<file path="config.mk">
export PLATFORM = sky130hd
export DESIGN_NAME = mmio_motion_ctrl
export DESIGN_NICKNAME = d
export VERILOG_FILES = /design/src/rtl/mmio_motion_ctrl.sv
export SDC_FILE = /design/constraint.sdc
export NUM_CORES = 1
export LEC_CHECK = 0
export CORE_ASPECT_RATIO = 0.6
export CORE_MARGIN = 3
export CORE_UTILIZATION = 34
export DETAILED_ROUTE_END_ITERATION = 16
export PLACE_DENSITY_LB_ADDON = 0.12
export SYNTH_ARGS = -nofsm -noshare
export SYNTH_HDL_FRONTEND = slang
export SYNTH_SLANG_ARGS = --single-unit
export TNS_END_PERCENT = 50
</file>
<file path="constraint.sdc">
create_clock -name clk -period 12.42 [get_ports clk]
set_clock_uncertainty 0.2 [all_clocks]
set_input_delay 3.726 -clock clk [delete_from_list [all_inputs] [get_ports clk]]
set_output_delay 3.726 -clock clk [all_outputs]
set_load 0.02 [all_outputs]
</file>
<file path="src/rtl/mmio_motion_ctrl.sv">
// Memory-mapped motion-control registers: axis readback, status, set/clear direction enables, run FSM.
// Optional watchdog: define WATCHDOG_EN.
module mmio_motion_ctrl #(
    parameter int ADDR_W      = 15,
    parameter int DATA_W      = 16,
    parameter int NUM_AXES    = 3,
    parameter int BASE_ADDR   = 20000,
    parameter int WDOG_CYCLES = 50000000
) (
    input  logic                         clk,
    input  logic                         reset,
    input  logic                         start_n,
    input  logic                         times_up,
    input  logic [ADDR_W-1:0]            addr,
    input  logic                         we,
    input  logic [DATA_W-1:0]            din,
    input  logic [NUM_AXES*DATA_W-1:0]   axis_pos,
    input  logic [DATA_W-1:0]            ram_dout,
    output logic [DATA_W-1:0]            mem_dout,
    output logic [2*NUM_AXES:0]          move_en,
    output logic                         run
);

    localparam int NB = 2 * NUM_AXES;
    localparam logic [1:0] ST_IDLE = 2'd0;
    localparam logic [1:0] ST_RUN  = 2'd1;
    localparam logic [1:0] ST_STOP = 2'd2;
    localparam logic [ADDR_W-1:0] BASE       = ADDR_W'(BASE_ADDR);
    localparam logic [ADDR_W-1:0] OFF_STATUS = ADDR_W'(NUM_AXES);
    localparam logic [ADDR_W-1:0] OFF_CTRL   = ADDR_W'(NUM_AXES + 1);

    logic              r_start_s1, r_start_s2, r_start_s3;
    logic              r_tu_s1, r_tu_s2;
    logic [1:0]        r_state, w_state_nxt;
    logic [NB-1:0]     r_dir, w_dir_nxt, w_dir_or, w_set_dir;
    logic              r_fault, w_fault_nxt;
    logic [ADDR_W-1:0] w_off;
    logic              w_hit, w_ctrl_wr, w_abort, w_start_ev, w_stop_ev, w_wdog_to;
    logic [DATA_W-1:0] w_status;
    logic              w_unused;

    assign w_off      = addr - BASE;
    assign w_hit      = (addr >= BASE) && (w_off <= OFF_CTRL);
    assign w_ctrl_wr  = we && w_hit && (w_off == OFF_CTRL);
    assign w_abort    = w_ctrl_wr && din[15] && din[14];
    // Stage 3 only remembers the previous synchronized level for falling-edge detection.
    assign w_start_ev = r_start_s3 && !r_start_s2;
    assign w_stop_ev  = r_tu_s2;

    // NOTE: non-blocking assignments make every flop sample the pre-edge value, which is what
    // turns this chain into a proper shift register rather than one collapsed stage.
    always_ff @(posedge clk or negedge reset) begin
        if (!reset) begin
            r_start_s1 <= 1'b1;
            r_start_s2 <= 1'b1;
            r_start_s3 <= 1'b1;
            r_tu_s1    <= 1'b0;
            r_tu_s2    <= 1'b0;
        end else begin
            r_start_s1 <= start_n;
            r_start_s2 <= r_start_s1;
            r_start_s3 <= r_start_s2;
            r_tu_s1    <= times_up;
            r_tu_s2    <= r_tu_s1;
        end
    end

`ifdef WATCHDOG_EN
    localparam int WD_W = $clog2(WDOG_CYCLES + 1);
    logic [WD_W-1:0] r_wdog;

    always_ff @(posedge clk or negedge reset) begin
        if (!reset)
            r_wdog <= '0;
        else if (r_state != ST_RUN || w_ctrl_wr)
            r_wdog <= '0;
        else
            r_wdog <= r_wdog + WD_W'(1);
    end

    assign w_wdog_to = (r_state == ST_RUN) && !w_ctrl_wr && (r_wdog == WD_W'(WDOG_CYCLES - 1));
    assign w_unused  = &{1'b0, din};
`else
    assign w_wdog_to = 1'b0;
    assign w_unused  = &{1'b0, din, (WDOG_CYCLES > 0)};
`endif

    // An axis that ends up with both directions requested is disabled entirely.
    assign w_dir_or = r_dir | din[NB-1:0];
    always_comb begin
        w_set_dir = w_dir_or;
        for (int i = 0; i < NUM_AXES; i++)
            if (w_dir_or[2*i] && w_dir_or[2*i+1])
                w_set_dir[2*i +: 2] = 2'b00;
    end

    // NOTE: every output of this block gets a default first so no path can infer a latch.
    always_comb begin
        w_state_nxt = r_state;
        w_dir_nxt   = r_dir;
        w_fault_nxt = r_fault;
        if (w_ctrl_wr && din[15])
            w_dir_nxt = r_dir & ~din[NB-1:0];
        case (r_state)
            ST_IDLE: if (w_start_ev) begin
                w_state_nxt = ST_RUN;
                w_dir_nxt   = '0;
                w_fault_nxt = 1'b0;
            end
            ST_RUN: if (w_stop_ev || w_abort || w_wdog_to) begin
                w_state_nxt = ST_STOP;
                w_dir_nxt   = '0;
                if (w_wdog_to)
                    w_fault_nxt = 1'b1;
            end else if (w_ctrl_wr && !din[15]) begin
                w_dir_nxt = w_set_dir;
            end
            ST_STOP: begin
                w_dir_nxt = '0;
                if (r_start_s2)
                    w_state_nxt = ST_IDLE;
            end
            default: begin
                w_state_nxt = ST_IDLE;
                w_dir_nxt   = '0;
            end
        endcase
    end

    always_ff @(posedge clk or negedge reset) begin
        if (!reset) begin
            r_state <= ST_IDLE;
            r_dir   <= '0;
            r_fault <= 1'b0;
        end else begin
            r_state <= w_state_nxt;
            r_dir   <= w_dir_nxt;
            r_fault <= w_fault_nxt;
        end
    end

    assign run     = (r_state == ST_RUN);
    assign move_en = {run, r_dir};

    // Bit 14 is the fault flag; with seven axes it shares the slot with the run bit.
    always_comb begin
        w_status       = '0;
        w_status[NB:0] = move_en;
        w_status[14]   = r_fault;
    end

    always_comb begin
        mem_dout = ram_dout;
        if (w_hit) begin
            mem_dout = '0;
            if (w_off == OFF_STATUS)
                mem_dout = w_status;
            for (int i = 0; i < NUM_AXES; i++)
                if (w_off == ADDR_W'(i))
                    mem_dout = axis_pos[i*DATA_W +: DATA_W];
        end
    end

endmodule

</file>
# Word-level counts from Yosys, hierarchy flattened
# Index checks and enable logic that the tools add are counted.
[op_classes]
addsub = 1
order_cmp = 2
eq_ne = 9
muxes = 17
n_bitwise = 3
n_reduce_logical = 16
[op_table]
columns = ["operator", "n"]
rows = [
  ["16-bit 2-to-1 mux", 4],
  ["15-bit by 2-bit == test with 1-bit output, second input constant", 2],
  ["6-bit 2-to-1 mux", 4],
  ["15-bit by 1-bit == test with 1-bit output, second input constant", 1],
  ["15-bit by 3-bit == test with 1-bit output, second input constant", 1],
  ["15-bit >= comparator, second input constant", 1],
  ["15-bit by 3-bit less-or-equal comparator with 1-bit output, second input constant", 1],
  ["15-bit zero test", 1],
  ["15-bit subtractor, second input constant", 1],
  ["2-bit 2-to-1 mux", 6],
  ["6-bit one-hot mux with 2 select lines", 1],
  ["1-bit logical AND", 10],
  ["7-bit 2-to-1 mux", 1],
  ["6-bit AND", 1],
  ["6-bit NOT", 1],
  ["6-bit OR", 1],
  ["2-bit one-hot mux with 3 select lines", 1],
  ["2-bit inequality test, second input constant", 2],
  ["3-bit AND reduction", 1],
  ["2-bit by 1-bit == test with 1-bit output, second input constant", 1],
  ["2-bit == test, second input constant", 1],
  ["1-bit zero test", 2],
  ["2-bit zero test", 1],
  ["2-bit by 1-bit inequality test with 1-bit output, second input constant", 1],
  ["1-bit logical OR", 1],
]
[word_totals]
reg_bits = 13
input_bits = 100
out_inout_bits = 24
elab_cells = 55

# Depth between registers and ports, before layout
# Gate-level depths: netlist of the first run.
[logic_depth]
ltp_word = 10
ltp_mapped = 9
mapped_depth_nobuf = 7

# Worst setup path after synthesis of the first run
# OpenSTA, ideal clock, no wires.
[synth_timing]
path_kind = "input-to-output"
start = "input port addr[5]"
end = "output port mem_dout[10]"
arrival_ns = 5.660
required_time_ns = 8.494
slack_ns = 2.834
path_stages = 8
n_path_buf = 1
cell_sequence = "inv_1 -> ha_1 -> xor2_1 -> nor4_1 -> mux2i_1 -> or2_1 -> buf_2 -> o31ai_1"
[synth_via]
elab_chain_len = 6
[synth_rtl]
columns = ["element", "line", "rtl"]
rows = [
  ["start: declaration", "14", "input logic [ADDR_W-1:0] addr,"],
  ["parallel branches: the longest is 5 deep, another holds 15-bit subtractor", "n/a", ""],
  ["16-bit 2-to-1 mux (*)", "154", "if (w_hit) begin"],
  ["end: declaration", "19", "output logic [DATA_W-1:0] mem_dout,"],
]
# Mark *: on every way between the ends.

# Worst setup path after layout of the first run
[layout_timing]
start = "input port addr[5]"
end = "output port mem_dout[7]"
# Same word-level chain as after synthesis.

==> out/metrics.yaml, run 1 <==
run_status:
  status: "finished, final reports clean"
logic_synthesis:
  ys_seq_elements: 13
  syn_avg_cell_area_um2: 8.44
  syn_inst: 167
  synthArstFlopShare_pct: 100
  synthFlopType: "dfrtp_1"
  ys_seq_area_share_pct: 23.4
  yosysWarnings: 0
  synth-edff-count: 0
  syn_nets: 269
  netlist_area_um2: 1410
  yosysUniqueCellTypes: 44
cells_and_area:
  n_antenna_cell: 0
  area_growth_pct: 86.1
  nFillCells: 319
  layout_commonest_cell: "clkdlybuf4s50_1"
  instances_no_fill: 324
  nets: 380
  drive_gt1_share_pct: 7.94
  final_cell_mix: "clkdlybuf4s50_1 (115), o21ai_0 (18), inv_1 (16)"
clock_tree:
  post_cts_buffers: 0
  cts.clk_slew.worst_paths_ns: 0.05
  cts_buffers: 3
  cts_root_buf: "clkbuf_8"
  cts_hold_buffers: 0
  cts_tree: "yes"
  cts_max_path_buffers: 2
  worstSkewPairLatency_ns: 0.25
  htreeDepth: 1
  cts.sinks: 13
  cts.repair.resized: 0
setup_path:
  startpoint: "addr[5]"
  end_kind: "primary output"
  crit_top_cell: "clkdlybuf4s50_1"
  crit_buf_inv: 3
  crit_chain: "clkdlybuf4s50_1 > inv_1 > ha_1 > xor2_1 > nor4b_1 > mux2i_1 > or2_1 > o31ai_1 > clkdlybuf4s50_1"
  cp.required_ns: 8.49
  crit_path_start_kind: "primary input"
  crit-reg2reg-launch: "r_state[1]"
  crit_fanout: 16
  cpPeakStageDelay_ns: 0.66
  arrival_ns: 6.95
  cp_top_family: "buffers and inverters"
  crit_type: "in -> out"
  cpMaxStageDelayCell: "clkdlybuf4s50_1"
placement:
  gp_congestion: 0.812
  dp_slack_ns: 1.57
  port_buffers: 115
  dpl.hpwl_um: 4520
  dp_cells: 320
route:
  ant_nets: 0
  via_count: 1705
  drc: 0
  drt_iter0_markers: 59
  routed_wl_um: 5260
  drt_first_pass_iters: 4
  via_per_inst: 5.26
  wl_per_cell_um: 16.2
die:
  core_area_um2: 3830
  die_area_um2: 4980
  num_rows: 17
  die_y_um: 55.9
  io_pins: 124
  start_util_pct: 36.8
  die_w_um: 89.1
power_and_ir_drop:
  finalPower_uw: 157
  p_leak_uw: 0.00101
  p_per_area_nw_per_um2: 59.9
  ir_worst_vdd_uv: 44.4
sta:
  layout_setup_ws_ns: 1.55
  clock.fmax_mhz: 92.0
  max_slew_margin_pct: 56.1
  post-route-min-period_ns: 10.87
  finalHoldViolCount: 0
  worstMarginPinSlew_ns: 0.654
  fin_setup_tns_ns: 0
  setup_violations: 0
  rsz0062_at_grt: "false"
  min_period_over_period_pct: 87.5
  finalMaxSlewViolations: 0
flow_run:
  drv_cap: 0
worst_hold_path:
  worstHoldPathType: "reg -> reg"
  worstHoldStart: "r_start_s1"
global_route:
  grt_max_degree: 20
  overflow: 0
  antenna_found_initial: 0
  globalRouteTotalUtil_pct: 21.3
  first_global_vias: 1672
  grt_pass1_wl_um: 8270
-- where the power goes --
group          total [uW]  switching (uW)  internal (uW)
sequential           46.5            1.66           44.9
clock                38.0            15.3           22.7
combinational        72.4            28.3           44.1
total                 157            45.3            112
-- registers in the layout, summed over array words and instances, names as in the netlist --
name / cells
r_tu_s1: 1
r_start_s2: 1
r_start_s3: 1
r_tu_s2: 1
r_dir: 6
r_state: 2
r_start_s1: 1
-- Yosys cell counts (2+ instances only) --
cell type   n  area share, %
nor3_1      4            1.4
a21oi_1    13            4.6
clkbuf_1    2           0.53
a32oi_1     3            1.9
o31ai_2     3            2.7
nor2_1     15            4.0
o21ai_1     2           0.71
o2bb2ai_1   7            4.4
buf_2       3            1.1
nand2_1     4            1.1
mux4_2      6            9.6
nor4_1      5            2.2
dfrtp_1    10             18
o21ai_0    18            6.4
dfstp_2     3            5.6
a22oi_1     3            1.6
buf_1       4            1.1
ha_1        2            1.8
nor2b_1     2           0.89
inv_1      16            4.3
nor3b_1     2            1.1
mux2i_1    11            7.8
or3_1       2           0.89
o31ai_1     6            3.2
nand4b_1    2            1.2
-- worst paths after layout --
check	cells past startpoint	end	slack, ns
max	9	mem_dout[7]	1.55
min	0	r_start_s2	0.16
max reg2reg	5	r_dir[2]	10.53
min reg2reg	0	r_start_s2	0.16
max in group asynchronous	1	r_dir[2]	8.00
min in group asynchronous	1	r_tu_s1	3.65
-- final cells by class --
| type | count | area, um^2 | share of cell area (%) |
|---|---|---|---|
| repair buffers | 117 | 1170 | 44.5 |
| multi-input cells | 127 | 963 | 36.7 |
| flip-flops and latches | 13 | 329 | 12.5 |
| inverters | 16 | 60.1 | 2.29 |
| well taps | 47 | 58.8 | 2.24 |
| clock buffers | 4 | 45.0 | 1.72 |
-- cells by family after synthesis --
group | count (synthesis) | synth area share [%]
xor+xnor | 1 | 0.622
flops | 13 | 23.4
fa+ha+maj | 2 | 1.78
compound gates | 59 | 27.7
simple gates | 46 | 19.1
buf+inv | 27 | 8.26
mux | 19 | 19.2
-- per-layer routing --
layer  GRT usage (%)  part of all wire [%]
met2            31.5                    41
met5               0                     0
met4            4.03                   1.1
met3            6.21                    10
met1            30.8                    47
-- stage by stage --
step | instance area [um^2] | utilization [%] | hold slack (ns)
after floorplan | 1410 | - | 0.131
after detailed placement | 2580 | 67.3 | 0.148
after CTS | 2620 | 68.5 | 0.156
after global placement | 2580 | 67.3 | 0.132
final | 2620 | 68.5 | 0.155
after global routing | 2620 | 68.5 | 0.157
No activity file was read; power rests on OpenSTA's default activity.
==> run 2, diff against run 1 <==
--- a/config.mk
+++ b/config.mk
@@ -9,7 +9,7 @@
 export CORE_MARGIN = 3
 export CORE_UTILIZATION = 34
 export DETAILED_ROUTE_END_ITERATION = 16
-export PLACE_DENSITY_LB_ADDON = 0.12
+export PLACE_DENSITY = 0.86
 export SYNTH_ARGS = -nofsm -noshare
 export SYNTH_HDL_FRONTEND = slang
 export SYNTH_SLANG_ARGS = --single-unit
==> run 2 against run 1 <==
Compared with the run above: critical path depth stayed put; via count is 3.3% higher; setup slack worse by 0.038 ns; combinational power hardly changed; routed wire length is 4.3% higher; count of clock-buffer cells in the layout stayed put; maximum frequency is 0.35% lower; sequential share of layout area stayed put; global-route usage is 0.14 points higher; worst hold slack worse by 0.0060 ns; die area stayed put; final area stayed put; critical path type unchanged; critical endpoint is now mem_dout[11].
==> out/metrics.yaml, run 2 (same netlist as run 1, synthesis figures left out) <==
run_status:
  status: "finished, final reports clean"
clock_tree:
  post_cts_buffers: 0
  cts_tree: "yes"
  cts.sinks: 13
  cts_buffers: 3
  cts_hold_buffers: 0
  cts.repair.resized: 0
  cts_max_path_buffers: 2
  worstSkewPairLatency_ns: 0.24
  htreeDepth: 1
  cts.clk_slew.worst_paths_ns: 0.06
  cts_root_buf: "clkbuf_8"
sta:
  worstMarginPinSlew_ns: 0.708
  rsz0062_at_grt: "false"
  min_period_over_period_pct: 87.8
  finalHoldViolCount: 0
  clock.fmax_mhz: 91.7
  layout_setup_ws_ns: 1.51
  post-route-min-period_ns: 10.91
  max_slew_margin_pct: 52.4
  setup_violations: 0
  hold_slack_ns: 0.149
  fin_setup_tns_ns: 0
  finalMaxSlewViolations: 0
die:
  io_pins: 124
  num_rows: 17
  core_area_um2: 3830
  die_area_um2: 4980
  start_util_pct: 36.8
  die_y_um: 55.9
  die_w_um: 89.1
placement:
  dp_slack_ns: 1.45
  dpl.hpwl_um: 4580
  port_buffers: 115
  gp_congestion: 0.843
  dp_cells: 320
global_route:
  grt_max_degree: 20
  overflow: 0
  first_global_vias: 1727
  grt_pass1_wl_um: 8300
  antenna_found_initial: 0
  globalRouteTotalUtil_pct: 21.4
setup_path:
  crit_fanout: 16
  crit_chain: "clkdlybuf4s50_1 > inv_1 > ha_1 > xor2_1 > nor4_1 > mux2i_1 > or2_1 > o31ai_1 > clkdlybuf4s50_1"
  crit_path_start_kind: "primary input"
  crit_type: "in -> out"
  cpMaxStageDelayCell: "clkdlybuf4s50_1"
  cp.required_ns: 8.49
  arrival_ns: 6.98
  crit_top_cell: "clkdlybuf4s50_1"
  end_kind: "primary output"
  cpPeakStageDelay_ns: 0.68
cells_and_area:
  instances_no_fill: 324
  layout_commonest_cell: "clkdlybuf4s50_1"
  area_growth_pct: 86.1
  final_cell_mix: "clkdlybuf4s50_1 (115), o21ai_0 (18), inv_1 (16)"
  largestRegisters: "r_dir x6, r_state x2"
  n_antenna_cell: 0
  final_core_util_pct: 68.5
  largest_register_ffs: 6
  top_register: "r_dir"
  drive_gt1_share_pct: 7.94
  nets: 380
power_and_ir_drop:
  p_per_area_nw_per_um2: 59.8
  ir_worst_vdd_uv: 32.5
  p_leak_uw: 0.00101
route:
  routed_wl_um: 5490
  drt_iter0_markers: 135
  wl_per_cell_um: 16.9
  ant_nets: 0
  drc: 0
  via_per_inst: 5.44
  via_count: 1761
  drt_first_pass_iters: 4
worst_hold_path:
  worstHoldPathType: "reg -> reg"
flow_run:
  drv_cap: 0
## run 2: power breakdown
group | internal [uW] | leakage [uW] | switching [uW]
clock | 22.7 | 0.0000228 | 15.1
sequential | 44.9 | 0.000165 | 1.63
combinational | 44.1 | 0.000819 | 28.7
## run 2: worst paths after layout
check | from | endpoint | slack (ns) | cells after the start
worst max-delay path | addr[5] | mem_dout[11] | 1.51 | 9
max in group asynchronous | reset | r_dir[5] | 7.99 | 1
worst min register to register | r_tu_s1 | r_tu_s2 | 0.15 | 0
min in group asynchronous | reset | r_state[0] | 3.65 | 1
worst min-delay path | r_tu_s1 | r_tu_s2 | 0.15 | 0
worst max register to register | r_state[1] | r_dir[1] | 10.52 | 5
## run 2: cell type report
| type | count | area [um^2] |
|---|---|---|
| Fill cell | 318 | 1210 |
| Timing Repair Buffer | 117 | 1170 |
| Multi-Input combinational cell | 127 | 963 |
| Sequential cell | 13 | 329 |
| Inverter | 16 | 60.1 |
| Tap cell | 47 | 58.8 |
| Clock buffer | 4 | 45.0 |
## run 2: metal layers
layer | part of all wire (%) | up-vias | GRT usage (%)
met5 | 0 | - | 0
met4 | 1.9 | 0 | 5.10
met3 | 8.9 | 10 | 4.44
met2 | 45 | 95 | 35.5
met1 | 45 | 810 | 28.4
li1 | - | 846 | -
## run 2: critical path: cells and delay by family
family | cells | cell delay, ns
xor+xnor | 1 | 0.16
mux | 1 | 0.32
buf+inv | 3 | 1.29
compound gates | 1 | 0.36
simple gates | 2 | 0.90
fa+ha+maj | 1 | 0.21
## run 2: stage by stage
step	total power (uW)	instance area (um^2)
after floorplan	76.5	1410
after global placement	118	2580
after detailed placement	120	2580
after CTS	159	2620
after global routing	165	2620
final	157	2620
==> run 3, diff against run 2 <==
--- a/config.mk
+++ b/config.mk
@@ -9,6 +9,7 @@
 export CORE_MARGIN = 3
 export CORE_UTILIZATION = 34
 export DETAILED_ROUTE_END_ITERATION = 16
+export HOLD_SLACK_MARGIN = 0.1
 export PLACE_DENSITY = 0.86
 export SYNTH_ARGS = -nofsm -noshare
 export SYNTH_HDL_FRONTEND = slang
==> results of run 3 <==
The final DEF is identical to that of run 2; final timing and power are the same.
==> RTL change 1: new RTL, flow settings as in run 2 <==
Register the inputs `start_n`, `times_up`, `addr`, `we`, `axis_pos` and `ram_dout` before use, cleared by the reset. The logic sees them one clock later. The other inputs are not delayed to match.
--- a/src/rtl/mmio_motion_ctrl.sv
+++ b/src/rtl/mmio_motion_ctrl.sv
@@ -29,6 +29,31 @@
     localparam logic [ADDR_W-1:0] OFF_STATUS = ADDR_W'(NUM_AXES);
     localparam logic [ADDR_W-1:0] OFF_CTRL   = ADDR_W'(NUM_AXES + 1);
 
+    logic start_n_q;
+    logic times_up_q;
+    logic [ADDR_W-1:0] addr_q;
+    logic we_q;
+    logic [NUM_AXES*DATA_W-1:0] axis_pos_q;
+    logic [DATA_W-1:0] ram_dout_q;
+
+    always_ff @(posedge clk or negedge reset) begin
+        if (!reset) begin
+            start_n_q  <= '0;
+            times_up_q <= '0;
+            addr_q     <= '0;
+            we_q       <= '0;
+            axis_pos_q <= '0;
+            ram_dout_q <= '0;
+        end else begin
+            start_n_q  <= start_n;
+            times_up_q <= times_up;
+            addr_q     <= addr;
+            we_q       <= we;
+            axis_pos_q <= axis_pos;
+            ram_dout_q <= ram_dout;
+        end
+    end
+
     logic              r_start_s1, r_start_s2, r_start_s3;
     logic              r_tu_s1, r_tu_s2;
     logic [1:0]        r_state, w_state_nxt;
@@ -39,9 +64,9 @@
     logic [DATA_W-1:0] w_status;
     logic              w_unused;
 
-    assign w_off      = addr - BASE;
-    assign w_hit      = (addr >= BASE) && (w_off <= OFF_CTRL);
-    assign w_ctrl_wr  = we && w_hit && (w_off == OFF_CTRL);
+    assign w_off      = addr_q - BASE;
+    assign w_hit      = (addr_q >= BASE) && (w_off <= OFF_CTRL);
+    assign w_ctrl_wr  = we_q && w_hit && (w_off == OFF_CTRL);
     assign w_abort    = w_ctrl_wr && din[15] && din[14];
     // Stage 3 only remembers the previous synchronized level for falling-edge detection.
     assign w_start_ev = r_start_s3 && !r_start_s2;
@@ -57,10 +82,10 @@
             r_tu_s1    <= 1'b0;
             r_tu_s2    <= 1'b0;
         end else begin
-            r_start_s1 <= start_n;
+            r_start_s1 <= start_n_q;
             r_start_s2 <= r_start_s1;
             r_start_s3 <= r_start_s2;
-            r_tu_s1    <= times_up;
+            r_tu_s1    <= times_up_q;
             r_tu_s2    <= r_tu_s1;
         end
     end
@@ -150,14 +175,14 @@
     end
 
     always_comb begin
-        mem_dout = ram_dout;
+        mem_dout = ram_dout_q;
         if (w_hit) begin
             mem_dout = '0;
             if (w_off == OFF_STATUS)
                 mem_dout = w_status;
             for (int i = 0; i < NUM_AXES; i++)
                 if (w_off == ADDR_W'(i))
-                    mem_dout = axis_pos[i*DATA_W +: DATA_W];
+                    mem_dout = axis_pos_q[i*DATA_W +: DATA_W];
         end
     end
 
Check against the original RTL: not equivalent (Yosys sat finds a counterexample within 4 cycles, from zero or initial values and one cycle with reset low).
==> RTL change 1 against run 2 <==
  * Setup slack improved by 3.3 ns
  * Register-to-register slack lost 0.78 ns
  * Count of clock-buffer cells in the layout up 6
  * Sequential cell count rose by 82
  * Die area increased by 130%
  * Final area up 93%
  * Sequential power rose to 7.1 times the old value
  * Sequential share of layout area grew 35 points
  * Critical path depth shrank 1
  * First-iteration DRC count is 33% lower
  * Wire length up 55%
  * Area after synthesis rose by 150%
  * Power grew to 4.5 times the old value
==> RTL change 1: results (changes against run 2) <==
- Count of mapped cells out of synthesis: 249 (+49%)
- Post-Place Cells: 485 (+52%)
- Outcome: finished clean
- Hold path start: times_up_q$_DFF_PN0_
- Largest net degree at the start of global routing: 96 (+380%)
- Htree depth: 3 (+2)
- Remaining max-slew budget at the tightest pin: 0.234 (-0.290)
- Last weighted congestion value of the routability-driven placer: 0.793 (-6.0%)
- Number of antenna violations at the first check in global routing: 0 (unchanged)
- Clock root buffer: sky130_fd_sc_hd__clkbuf_16
- Worst VDD drop: 0.0656 mV (+100%)
- DR vias/cell: 4.76 (-12%)
- Static leakage power: 2.09 nW (+110%)
- Largest cells by area after synthesis: sky130_fd_sc_hd__dfrtp_1, sky130_fd_sc_hd__mux4_2, sky130_fd_sc_hd__mux2i_1
- Top flop regs: axis_pos_q (48), ram_dout_q (16), addr_q (15)
- Synth warn: 0 (unchanged)
- Worst reg-to-reg setup slack: 9.74 ns (-0.78 ns)
- Detailed placement HPWL: 6.29 mm (+37%)
- FF-to-FF Start: addr_q[5]$_DFF_PN0_
- Cell depth of the worst flop-to-flop path: 7 (+2)
- End of the worst hold path: r_tu_s1$_DFF_PN0_
- Aggregate routed wire length: 8.50 mm (+55%)
- Crit path launch type: flip-flop
- Cell type group with the largest total delay on the critical path: simple AND/OR/NAND/NOR gates
- Overall fraction of global-route tracks in use: 0.153 (-0.0611)
- Worst hold slack: 0.154 ns (+0.00459 ns)
- Total number of nets in the final design: 468 (+23%)
- Inserted Clock Buffers: 9 (+6)
- Top fanout value on the critical path: 16 (unchanged)
- Critical-path top delay cell: sky130_fd_sc_hd__clkdlybuf4s50_1
- Number of violations reported at the end of detailed-routing iteration 0: 91 (-33%)
- Skew-Pair Late Insertion Delay: 0.33 ns (+0.09 ns)
- R2R Path End: r_dir[3]$_DFF_PN0_
- Sequential cell area fraction in the yosys report: 0.688 (+0.454)
- Ratio of cells with drive above 1 in the final layout: 0.0943 (+0.0149)
- Post-DR wirelength/cell: 17.0 um (+0.23%)
- Wire length of the first global-routing pass: 13.2 mm (+60%)
- Via count of the first global-routing pass: 2575 (+49%)
- Syn Nets: 351 (+30%)
- Most numerous cell types in the synthesized netlist: sky130_fd_sc_hd__dfrtp_1, sky130_fd_sc_hd__o21ai_0, sky130_fd_sc_hd__inv_1
[RTL change 1: changes by cell type in the layout (fill, tap and decap cells not counted), sizes merged]
cell	change
buf	+1
clkdlybuf4s50	-1
dfrtp	+82
bufinv	+2
inv	+2
clkbuf	+6
clkinvlp	+2
[RTL change 1: power by group]
group	switching, mW	internal, mW
Combinational	0.0340	0.0440
Clock	0.114	0.178
Sequential	0.00610	0.325
Total	0.155	0.547
[RTL change 1: logic make-up after synthesis]
family                   after synthesis  share of synthesized area
AND/OR/NAND/NOR                       46                     0.0777
multiplexers                          19                     0.0781
AO/OA/AOI/OAI                         59                      0.113
XOR/XNOR                               1                    0.00253
buffers and inverters                 27                     0.0336
adder cells (fa/ha/maj)                2                    0.00723
flip-flops                            95                      0.688
[RTL change 1: metal layers]
metal	wire length (um)	part of all wire	track usage	vias to the layer above
met5	0	0	0	-
met4	107	0.013	0.0476	0
met3	623	0.073	0.0551	11
met2	3890	0.46	0.232	95
met1	3880	0.46	0.208	1162
li1	-	-	-	1117
[RTL change 1: area by class of cell]
class | instances | area [um^2]
sequential | 95 | 2380
clock buffer | 10 | 229
fill | 795 | 4470
multi-input combinational | 127 | 963
tap | 130 | 163
inverter | 16 | 60.1
clock inverter | 6 | 92.6
timing repair buffer | 117 | 1160
[RTL change 1: through the flow]
stage                     worst slack [ns]  cell area [um^2]
after floorplan                       6.15              3460
after global placement                5.37              4730
after detailed placement              5.28              4730
after CTS                             4.86              5050
after global routing                  4.65              5050
final                                 4.85              5050
==> RTL change 2: new RTL, config.mk and constraints of run 2 <==
Made on the original files. The option `WATCHDOG_EN` is turned on by a define.
--- a/src/rtl/mmio_motion_ctrl.sv
+++ b/src/rtl/mmio_motion_ctrl.sv
@@ -1,5 +1,7 @@
 // Memory-mapped motion-control registers: axis readback, status, set/clear direction enables, run FSM.
 // Optional watchdog: define WATCHDOG_EN.
+`define WATCHDOG_EN
+
 module mmio_motion_ctrl #(
     parameter int ADDR_W      = 15,
     parameter int DATA_W      = 16,
Function: no difference found for any inputs over 10 cycles, from zero or initial values and one cycle with reset low; that may be too few to reach the edited logic, so the function may still have changed.
==> RTL change 2 against run 2 <==
  * Count of clock-buffer cells in the layout up 3
  * Area after synthesis rose by 97%
  * Setup slack lost 0.41 ns
  * Final area increased by 58%
  * Sequential power grew to 3.1 times the old value
  * Fmax shrank 3.6%
  * Power grew 140%
  * Via count up 68%
  * Sequential cell count increased by 27
  * Wire length increased by 71%
  * Combinational power grew 49%
  * Highest routed layer unchanged
==> RTL change 2: results (changes against run 2) <==
- Outcome: finished clean
- Worst hold slack: 0.156 ns (+0.00684 ns)
- Skew-Pair Late Insertion Delay: 0.28 ns (+0.04 ns)
- DP Worst Slack: 1.16 ns (-0.295 ns)
- Detailed placement HPWL: 7.28 mm (+59%)
- Met3 usage: 0.0372 (-0.00718)
- Multi-input logic area: 1650 um^2 (+71%)
- Routed metal-1 wire length: 4.28 mm (+75%)
- Number of inserted filler cells in the final layout: 697 (+120%)
- Post-synth cell types: 48 (+9.1%)
- Post-DR wirelength/cell: 17.0 um (+0.24%)
- Met2 routed WL: 4.39 mm (+79%)
- Max Fclk: 0.0883 GHz (-3.6%)
- R2R Path End: r_wdog[22]$_DFF_PN0_
- Largest cells by area after synthesis: sky130_fd_sc_hd__dfrtp_1, sky130_fd_sc_hd__nor2_1, sky130_fd_sc_hd__xor2_1
- Htree depth: 2 (+1)
- Number of resized instances in the post-cts repair step: 0 (unchanged)
- Worst VDD drop: 0.0584 mV (+80%)
- Post-placement cell area: 4000 um^2 (+55%)
- Slew of the pin with the lowest slew margin: 1.02 ns (+0.307 ns)
- Number of antenna violations at the first check in global routing: 0 (unchanged)
- Hold path start: r_tu_s1$_DFF_PN0_
- Switching Fraction: 0.297 (+0.00825)
- Most numerous cell types in the synthesized netlist: sky130_fd_sc_hd__nor2_1, sky130_fd_sc_hd__dfrtp_1, sky130_fd_sc_hd__nand2_1
- Largest net degree at the start of global routing: 41 (+110%)
- Inserted Clock Buffers: 5 (+2)
- Wire length of the first global-routing pass: 15.3 mm (+84%)
- Worst reg-to-reg setup slack: 10.08 ns (-0.44 ns)
- Detailed-routed wire length on met3: 466 um (-4.3%)
- Clock root buffer: sky130_fd_sc_hd__clkbuf_16
- Aggregate routed wire length: 9.40 mm (+71%)
- Total iterations of the first detailed-routing run: 6 (+2)
- Routing usage on met1: 0.282 (-0.00268)
- Ratio of cells with drive above 1 in the final layout: 0.0489 (-0.0305)
- Post-Place Cells: 546 (+71%)
- Clock slew seen by the registers of the worst setup and hold paths: 0.06 ns (about the same)
- Post-CTS repair timing setup buffer count: 0 (unchanged)
- Fraction of registers with async set or reset after synthesis: 1.00 (unchanged)
- End of the worst hold path: r_tu_s2$_DFF_PN0_
- Global routing usage on met2: 0.317 (-0.0374)
- Top fanout value on the critical path: 26 (+10)
- Count of mapped cells out of synthesis: 341 (+100%)
- Worst EP arrival: 7.40 ns (+0.42 ns)
- Sequential cell area fraction in the yosys report: 0.363 (+0.129)
- Cell depth of the worst flop-to-flop path: 7 (+2)
- Overall fraction of global-route tracks in use: 0.204 (-0.0103)
- Static leakage power: 1.66 nW (+65%)
- Top flop regs: r_wdog (26), r_dir (6), r_state (2)
- Syn Nets: 444 (+65%)
- Via count of the first global-routing pass: 3003 (+74%)
- Number of violations reported at the end of detailed-routing iteration 0: 235 (+74%)
- Last weighted congestion value of the routability-driven placer: 0.904 (+7.2%)
- Destination of the critical timing path: mem_dout[7]
- FF-to-FF Start: r_wdog[0]$_DFF_PN0_
- Synth warn: 0 (unchanged)
- DR vias/cell: 5.34 (-1.7%)
==> RTL change 2: changes by cell type after synthesis, moves of 11 or more <==
cell / delta
sky130_fd_sc_hd__nor2_1: +42
sky130_fd_sc_hd__nand2_1: +31
sky130_fd_sc_hd__nand3_1: +14
sky130_fd_sc_hd__xor2_1: +15
sky130_fd_sc_hd__dfrtp_1: +27
sky130_fd_sc_hd__clkbuf_1: +11
==> RTL change 2: power groups by stage <==
stage	clock (mW)	sequential (mW)	combinational, mW
after global placement	0	0.146	0.105
final	0.129	0.144	0.108
after floorplan	0	0.145	0.0544
after CTS	0.131	0.144	0.108
after detailed placement	0	0.146	0.108
after global routing	0.139	0.145	0.117
==> RTL change 2: area by class of cell <==
type	instances	share of cell area
Clock buffer	7	0.0344
Clock inverter	1	0.00181
Inverter	8	0.00724
Multi-Input combinational cell	274	0.398
Sequential cell	40	0.242
Tap cell	104	0.0314
Timing Repair Buffer	120	0.285
==> RTL change 2: worst max-delay path: stages <==
cell                              delay [ns]
sky130_fd_sc_hd__clkdlybuf4s50_1        0.52
sky130_fd_sc_hd__o31a_1                 0.32
sky130_fd_sc_hd__or4_1                  0.45
sky130_fd_sc_hd__or4_1                  1.00
sky130_fd_sc_hd__buf_4                  0.38
sky130_fd_sc_hd__o31ai_1                0.32
sky130_fd_sc_hd__clkdlybuf4s50_1        0.67
==> RTL change 2: logic make-up (layout without fill, tap and decap cells) <==
kind of cell	count (synthesis)	count (layout)	synth area share
and+or+nand+nor	161	161	0.284
AOI/OAI and AO/OA	77	77	0.189
DFF	40	40	0.363
buffers and inverters	27	136	0.0424
xor gates and xnor gates	25	25	0.0790
muxes	8	8	0.0289
adders and majority gates	3	3	0.0135
